$ cat config.mk
export PLATFORM = sky130hd
export DESIGN_NAME = usb_tx_encoder
export DESIGN_NICKNAME = d
export VERILOG_FILES = /design/src/rtl/usb_tx_pkg.sv /design/src/rtl/usb_tx_encoder_timer.sv /design/src/rtl/usb_tx_encoder.sv
export SDC_FILE = /design/constraint.sdc
export NUM_CORES = 1
export LEC_CHECK = 0
export ABC_AREA = 1
export CELL_PAD_IN_SITES_DETAIL_PLACEMENT = 1
export CELL_PAD_IN_SITES_GLOBAL_PLACEMENT = 2
export CORE_MARGIN = 10
export CORE_UTILIZATION = 32
export DETAILED_ROUTE_END_ITERATION = 12
export PLACE_DENSITY_LB_ADDON = 0.15
export SLEW_MARGIN = 25
export SYNTH_ARGS = -nofsm -noshare
export SYNTH_HDL_FRONTEND = slang
export SYNTH_SLANG_ARGS = --single-unit
$ cat constraint.sdc
create_clock -name clk -period 1.7 [get_ports clk]
set_clock_uncertainty 0.15 [all_clocks]
set_input_delay 0.34 -clock clk [delete_from_list [all_inputs] [get_ports clk]]
set_output_delay 0.34 -clock clk [all_outputs]
set_load 0.005 [all_outputs]
$ cat src/rtl/usb_tx_pkg.sv
// Shared types and constants for the USB TX line encoder.
package usb_tx_pkg;

    typedef enum logic [2:0] {
        ST_IDLE    = 3'd0,
        ST_SHIFT   = 3'd1,
        ST_STUFF   = 3'd2,
        ST_EOP_SE0 = 3'd3,
        ST_EOP_J   = 3'd4
    } tx_state_e;

    // Line pair encoded as {dp, dm}
    localparam logic [1:0] LINE_J   = 2'b10;
    localparam logic [1:0] LINE_K   = 2'b01;
    localparam logic [1:0] LINE_SE0 = 2'b00;

    localparam logic [2:0] STUFF_LIMIT = 3'd6;

    function automatic logic [1:0] nrzi_toggle(input logic [1:0] line);
        return (line == LINE_J) ? LINE_K : LINE_J;
    endfunction

endpackage

$ cat src/rtl/usb_tx_encoder_timer.sv
// Rollover counter: counts 0..PERIOD-1 while enabled, pulses rollover_o on the wrapping cycle.
module tx_bit_timer #(
    parameter int unsigned PERIOD = 8
) (
    input  logic clk,
    input  logic n_rst,
    input  logic en_i,
    input  logic clr_i,
    output logic rollover_o
);

    localparam int unsigned W = $clog2(PERIOD);
    localparam logic [W-1:0] LAST = W'(PERIOD - 1);

    logic [W-1:0] cnt_q, cnt_d;

    always_comb begin
        cnt_d = cnt_q;
        if (clr_i) begin
            cnt_d = '0;
        end else if (en_i) begin
            cnt_d = (cnt_q == LAST) ? '0 : cnt_q + 1'b1;
        end
    end

    always_ff @(posedge clk or negedge n_rst) begin
        if (!n_rst) begin
            cnt_q <= '0;
        end else begin
            cnt_q <= cnt_d;
        end
    end

    assign rollover_o = en_i && (cnt_q == LAST);

endmodule

$ cat src/rtl/usb_tx_encoder.sv
// USB TX line stage: LSB-first serialiser with bit stuffing, NRZI and EOP signalling.
//   state      | meaning
//   ST_IDLE    | line parked, waiting for a load or EOP request
//   ST_SHIFT   | sending data bit idx_q of the loaded byte
//   ST_STUFF   | sending a stuffed 0 after six consecutive ones
//   ST_EOP_SE0 | both lines low for two bit periods
//   ST_EOP_J   | line at J for one bit period, then idle
module usb_tx_encoder
    import usb_tx_pkg::*;
#(
    parameter int unsigned CLKS_PER_BIT = 8
) (
    input  logic       clk,
    input  logic       n_rst,
    input  logic       load_enable,
    input  logic [7:0] parallel_in,
    input  logic       enable_timer,
    input  logic       eop_flag,
    output logic       byte_sent,
    output logic       dp_out,
    output logic       dm_out,
    output logic       eop_active
);

    tx_state_e  state_q, state_d;
    logic [7:0] shreg_q, shreg_d;
    logic [2:0] idx_q, idx_d;
    logic [2:0] ones_q, ones_d;
    logic       start_q, start_d;
    logic [1:0] line_q, line_d;
    logic       sent_q, sent_d;
    logic       half_q, half_d;

    logic       tmr_en, tmr_clr, tick;
    logic       go_eop, go_load;

    assign go_eop  = eop_flag && (state_q == ST_IDLE || state_q == ST_SHIFT || state_q == ST_STUFF);
    assign go_load = load_enable && !go_eop && (state_q == ST_IDLE || state_q == ST_SHIFT);
    assign tmr_en  = (state_q == ST_EOP_SE0) || (state_q == ST_EOP_J)
                   || (enable_timer && (state_q == ST_SHIFT || state_q == ST_STUFF));

    tx_bit_timer #(.PERIOD(CLKS_PER_BIT)) u_timer (
        .clk        (clk),
        .n_rst      (n_rst),
        .en_i       (tmr_en),
        .clr_i      (tmr_clr),
        .rollover_o (tick)
    );

    // start_q marks the first cycle of a bit; the line and ones count update there.
    // CLKS_PER_BIT >= 2 keeps a bit start and a boundary from landing on the same cycle.
    always_comb begin
        state_d = state_q;
        shreg_d = shreg_q;
        idx_d   = idx_q;
        ones_d  = ones_q;
        start_d = start_q;
        line_d  = line_q;
        sent_d  = 1'b0;
        half_d  = half_q;
        tmr_clr = 1'b0;

        if (go_eop) begin
            state_d = ST_EOP_SE0;
            line_d  = LINE_SE0;
            start_d = 1'b0;
            half_d  = 1'b0;
            tmr_clr = 1'b1;
        end else if (go_load) begin
            state_d = ST_SHIFT;
            shreg_d = parallel_in;
            idx_d   = 3'd0;
            start_d = 1'b1;
            tmr_clr = 1'b1;
        end else begin
            unique case (state_q)
                ST_SHIFT: begin
                    if (start_q) begin
                        start_d = 1'b0;
                        if (shreg_q[idx_q]) begin
                            ones_d = (ones_q == 3'd7) ? ones_q : ones_q + 3'd1;
                        end else begin
                            ones_d = 3'd0;
                            line_d = nrzi_toggle(line_q);
                        end
                    end
                    if (tick) begin
                        if (ones_q >= STUFF_LIMIT) begin
                            state_d = ST_STUFF;
                            start_d = 1'b1;
                        end else if (idx_q != 3'd7) begin
                            idx_d   = idx_q + 3'd1;
                            start_d = 1'b1;
                        end else begin
                            state_d = ST_IDLE;
                            sent_d  = 1'b1;
                        end
                    end
                end
                ST_STUFF: begin
                    if (start_q) begin
                        start_d = 1'b0;
                        ones_d  = 3'd0;
                        line_d  = nrzi_toggle(line_q);
                    end
                    if (tick) begin
                        if (idx_q == 3'd7) begin
                            state_d = ST_IDLE;
                            sent_d  = 1'b1;
                        end else begin
                            state_d = ST_SHIFT;
                            idx_d   = idx_q + 3'd1;
                            start_d = 1'b1;
                        end
                    end
                end
                ST_EOP_SE0: begin
                    if (tick) begin
                        if (half_q) begin
                            state_d = ST_EOP_J;
                            half_d  = 1'b0;
                            line_d  = LINE_J;
                        end else begin
                            half_d = 1'b1;
                        end
                    end
                end
                ST_EOP_J: begin
                    if (tick) begin
                        state_d = ST_IDLE;
                        ones_d  = 3'd0;
                        line_d  = LINE_J;
                    end
                end
                default: ;
            endcase
        end
    end

    always_ff @(posedge clk or negedge n_rst) begin
        if (!n_rst) begin
            state_q <= ST_IDLE;
            shreg_q <= 8'h00;
            idx_q   <= 3'd0;
            ones_q  <= 3'd0;
            start_q <= 1'b0;
            line_q  <= LINE_J;
            sent_q  <= 1'b0;
            half_q  <= 1'b0;
        end else begin
            state_q <= state_d;
            shreg_q <= shreg_d;
            idx_q   <= idx_d;
            ones_q  <= ones_d;
            start_q <= start_d;
            line_q  <= line_d;
            sent_q  <= sent_d;
            half_q  <= half_d;
        end
    end

    assign dp_out     = line_q[1];
    assign dm_out     = line_q[0];
    assign byte_sent  = sent_q;
    assign eop_active = (state_q == ST_EOP_SE0) || (state_q == ST_EOP_J);

endmodule

* Word level (Yosys, flattened, before mapping)
Cells that the tools add are included.
Cells by class: $lt $le $gt $ge 2, multiplexer cells 61, bitwise gates (word level) 2, equality and inequality tests 31, reduce and logical (&&, ||, !) cells 26, add/subtract/negate cells 3
Operator list (count):
- 3-bit 2-to-1 mux | 22
- 3-bit != test (second input constant) | 12
- 1-bit 2-to-1 mux | 23
- 7-bit AND reduction | 3
- 4-bit != test (second input constant) | 5
- 2-bit 2-to-1 mux | 9
- 3-bit equality test (second input constant) | 4
- 3-bit case mux with 4 select lines | 1
- 3-bit by 1-bit adder with 3-bit output (second input constant) | 3
- 3-bit case mux with 3 select lines | 1
- 2-bit != test (second input constant) | 4
- 2-bit case mux with 4 select lines | 1
- 8-bit AND reduction | 1
- 3-bit by 2-bit equality test with 1-bit output (second input constant) | 2
- 3-bit case mux with 2 select lines | 1
- 2-bit nonzero test | 3
- 3-bit nonzero test | 2
- 6-bit nonzero test | 1
- 1-bit logical AND | 5
- 1-bit logical OR | 5
- 5-bit != test (second input constant) | 1
- 5-bit nonzero test | 1
- 3-bit by 4-bit less-than comparator with 1-bit output (second input constant) | 1
- 1-bit case mux with 2 select lines | 2
- 11 further kinds | 12
Word-level totals: bits of input ports 13, register bits 25, logic and storage cells 134, output and inout bits 4

* Depth between registers and ports, before layout
depth in word-level cells 10, gate-level depth with buffers 11, depth with buffers taken out 11

* By module
From an unflattened synthesis, not the netlist that was laid out.
Second synthesis, totals: cell total of the unflattened synthesis 218, area total of the unflattened synthesis 1620.3 µm²
Modules (own cells, without submodules):
- usb_tx_encoder | area each 1457.6 µm², times used 1, cells each 197, sequential area each 551.8 µm²
- tx_bit_timer | area each 162.7 µm², times used 1, cells each 21, sequential area each 75.1 µm²

* Worst setup path before layout
Ideal clock, no wire load.
path kind register to register, start point register u_timer.cnt_q[0], end point register line_q[0], slack 0.126 ns, arrival time 1.308 ns, cell stages (with the launch flop) 11, setup time 0.116 ns, data required time 1.434 ns, path buffers 0, cell sequence dfrtp_1 -> ha_1 -> ha_1 -> inv_1 -> nand4_1 -> nand2_1 -> inv_1 -> nand3_1 -> nor2_1 -> nand2_1 -> nand2_1
Between the ends: cells in the longest elaborated chain, start to end 4, elaborated cells on any way between the ends 5, classes of those cells eq/ne (3); reduce/logical (2)
RTL lines:
- start: declaration | line usb_tx_encoder_timer.sv:15 | logic [W-1:0] cnt_q, cnt_d;
- start signal: assignment | line usb_tx_encoder_timer.sv:30 | cnt_q <= cnt_d;
- 3-bit equality test (*) | line usb_tx_encoder_timer.sv:34 | assign rollover_o = en_i && (cnt_q == LAST);
- 1-bit logical AND (*) | line usb_tx_encoder_timer.sv:34
- 3-bit != test (no line)
- 8-bit AND reduction (no line) (*)
- end signal: assignment | line usb_tx_encoder.sv:156 | line_q <= line_d;
- end: declaration | line usb_tx_encoder.sv:30 | logic [1:0] line_q, line_d;
Mark *: on every way between the ends. The rest lies on a longest branch, timed or not. A chain may end at the register's enable or synchronous reset.

* Worst setup path in the final report
start point register state_q[1], end point register shreg_q[0]
Between the ends: cells in the longest elaborated chain, start to end 8, elaborated cells on any way between the ends 11, classes of those cells eq/ne (2); bitwise (1); reduce/logical (8)
RTL lines:
- start: declaration | line usb_tx_encoder.sv:25 | tx_state_e state_q, state_d;
- start signal: assignment | line usb_tx_encoder.sv:151 | state_q <= state_d;
- 3-bit by 1-bit equality test with 1-bit output or 3-bit logical NOT (tied branches) | line usb_tx_encoder.sv:37, usb_tx_encoder.sv:38
- 1-bit logical OR | line usb_tx_encoder.sv:37, usb_tx_encoder.sv:38
- 1-bit logical OR | line usb_tx_encoder.sv:37 | assign go_eop = eop_flag && (state_q == ST_IDLE || state_q == ST_SHIFT || state_q == ST_STUFF);
- 1-bit logical AND | line usb_tx_encoder.sv:37
- 1-bit logical NOT | line usb_tx_encoder.sv:38 | assign go_load = load_enable && !go_eop && (state_q == ST_IDLE || state_q == ST_SHIFT);
- 1-bit logical AND (2 in a row) | line usb_tx_encoder.sv:38
- 2-bit AND reduction (no line) (*)
- end signal: assignment | line usb_tx_encoder.sv:152 | shreg_q <= shreg_d;
- end: declaration | line usb_tx_encoder.sv:26 | logic [7:0] shreg_q, shreg_d;
Marks and branches as above.

==> flow_summary.yaml <==
floorplan:
  core-area_um2: 5040
  die_area_um2: 8410
  io_pins: 17
  num_rows: 26
  dieWidth_um: 91.7
  die_y_um: 91.7
  start_util_pct: 32.7
synth:
  synthesis.area_um2: 1650
  yosys-top-cells-area: "dfrtp_1 (36%), nand2_1 (16%), inv_1 (6.4%), ha_1 (5.3%), nand3_1 (4.9%)"
  seq_area_frac_synth_pct: 38.1
  syn_area_per_cell_um2: 7.35
  synth_top_family_by_area: "simple AND/OR/NAND/NOR gates"
  yosys.area.top_type: "dfrtp_1"
  synth_xor_area_share_pct: 0
  synth_seq_cells: 25
  synth_nets: 244
  synth_warnings: 0
  synth-compound-area-share_pct: 8.13
  synthCells: 224
  synth_top_area_share_pct: 36.5
  yosys.area_share.simple_pct: 39.5
  ys_types: 28
  synthMuxAreaShare_pct: 0
  yosys.area_share.adder_pct: 5.32
worst_setup_path:
  critPathKind: "flop to flop"
  cp_slowest_stage_delay_ns: 0.47
  critPathSlowestCell: "dfrtp_2"
  crit_required_ns: 1.70
  endpoint_kind: "flop"
  path_common_cell: "buf_4"
  worstPathArrival_ns: 1.69
  worstPathCellList: "nand2_2 > nand3_4 > nand2_4 > buf_4 > clkinvlp_4 > buf_4 > nand2_1 > o21ai_0"
  cp-start-kind: "flop"
  cp_max_fo: 10
timing:
  rsz0062_at_grt: "yes"
  worst_pin_slew_ns: 0.266
  setup_viol: 0
  fmax_ghz: 0.594
  finalCriticalPeriod_ns: 1.68
  slew_violations: 0
  max_slew_margin_pct: 82.3
  hold_viol: 0
  setup_tns_ns: 0
  finalCritPeriodShare_pct: 99.0
finish:
  layout_commonest_cell: "nand2_1"
  n_fill_cell: 641
  antennaDiodeCount: 0
  drive_gt1_share_pct: 34.8
  syn_to_final_growth_pct: 41.3
  layout_common_cells: "nand2_1 (65), buf_4 (30), inv_1 (23), dfrtp_1 (21), clkdlybuf4s50_1 (14)"
  ff_latch_area_um2: 631
  multi_input_area_um2: 993
  final_area_um2: 2330
  fin_nets: 297
clock_tree:
  ctsLongestPathBuffers: 2
  clk_latency_ns: 0.26
  htreeDepth: 1
  cts_tree: "built"
  cts.sinks: 25
  clk_pin_slew_worst_paths_ns: 0.09
  hold_buffers: 0
  root_buffer: "clkbuf_8"
  cts_made_buffers: 3
power_and_ir_drop:
  peakVddDrop_uv: 866
  p_sw_share_pct: 47.0
  share_seq_of_total_power_pct: 24.1
  p_clk_share_pct: 8.3
  power_density_nw_per_um2: 1810
  cellInternalPower_uw: 2230
  p_sw_uw: 1980
  power.leakage_uw: 0.00122
  combPwrFrac_pct: 67.5
global_route:
  grtUsageTotal_pct: 11.0
  first_global_vias: 1690
  grt_first_pass_wirelength_um: 7730
  antenna_found_initial: 0
  grt_max_degree: 26
  grt-ovfl-total: 0
placed_design:
  place_hpwl_um: 3640
  place_area_um2: 2060
  gp_congestion: 0.866
  port_buffers: 16
routing:
  vias: 1586
  post_drt_wl_per_cell_um: 13.1
  drc: 0
  totalWireLength_um: 4530
  firstDrtPassIters: 4
  vias_per_cell: 4.58
  first_iter_violations: 46
  ant_nets: 0
min_path:
  hold_path.class: "primary input to async pin"
job:
  drv_cap: 0
status:
  status: "finished, final reports clean"
## cell usage after synthesis (all sizes together)
master and instances:
o211a 1, o21a 1, nand2 83, buf 2, nand3 20, o2111ai 1, nor2 17, dfrtp 24
nand4 7, nor3 1, inv 34, a22oi 1, nand3b 6, dfstp 1, a21oi 4, o21ai 13
ha 7, clkinv 1
## worst paths after layout
path	from	to	slack (ns)	depth (start not counted)
max	state_q[1]	shreg_q[0]	0.02	8
min	n_rst	shreg_q[6]	0.27	2
max reg2reg	state_q[1]	shreg_q[0]	0.02	8
min reg2reg	shreg_q[4]	shreg_q[4]	0.34	2
max in group asynchronous	n_rst	line_q[1]	0.90	2
min in group clk	shreg_q[4]	shreg_q[4]	0.34	2
## power by group through the flow
stage               clock network [uW]  logic [uW]  registers [uW]
floorplan                            0        1590            1010
global placement                     0        2440            1000
detailed placement                   0        2460            1010
CTS                                387        2510            1000
global route                       407        3230            1060
finish                             352        2850            1020
## metrics by stage
| stage | setup slack, ns | utilization [%] | hold WS [ns] | total power (uW) | std cells |
|---|---|---|---|---|---|
| 2_1_floorplan | 0.126 | - | -0.106 | 2600 | 224 |
| 3_3_place_gp | -0.262 | 40.9 | 0.318 | 3440 | 331 |
| 3_5_place_dp | -0.282 | 40.9 | 0.316 | 3470 | 331 |
| 4_1_cts | -0.0874 | 42.5 | 0.263 | 3900 | 338 |
| 5_1_grt | -0.0865 | 46.1 | 0.270 | 4700 | 346 |
| 6_report | 0.0173 | 46.1 | 0.272 | 4220 | 346 |
## cells by family after synthesis
| family | Yosys count |
|---|---|
| buffers and inverters | 37 |
| AO/OA/AOI/OAI | 21 |
| adder cells (fa/ha/maj) | 7 |
| flip-flops | 25 |
| AND/OR/NAND/NOR | 134 |
## layer usage
layer	track usage, %	vias up	wire length, um
li1	-	813	-
met1	13.1	754	2030
met2	19.4	15	2350
met3	2.36	4	104
met4	2.96	0	54
met5	0	-	0
## worst max-delay path: cells and delay by family (launching register included)
kind                   cells  cell delay (ns)
AOI/OAI and AO/OA          1             0.07
buffers and inverters      3             0.38
DFF                        1             0.47
and+or+nand+nor            4             0.50
## what timing repair did
action	4_1_cts	5_1_grt
setup endpoints to repair	11	20
pin swaps	6	11
endpoints found under the hold margin	0	0
resized for setup	7	39
buffers inserted	3	8
cloned	0	0
## flip-flops by register name, indices dropped and copies added, names as in the netlist, 2 cells and up
| signal | flops |
|---|---|
| u_timer.cnt_q | 3 |
| state_q | 3 |
| ones_q | 3 |
| shreg_q | 8 |
| idx_q | 3 |
| line_q | 2 |
## final cells by class
type                    count  area share [%]
multi-input cells         162            42.7
clock buffers               3            1.78
inverters                  35            5.81
repair buffers             50            18.6
flip-flops and latches     25            27.1
well taps                  70            3.77
clock inverters             1           0.215
Note: power is estimated with default switching activity, not from simulation.
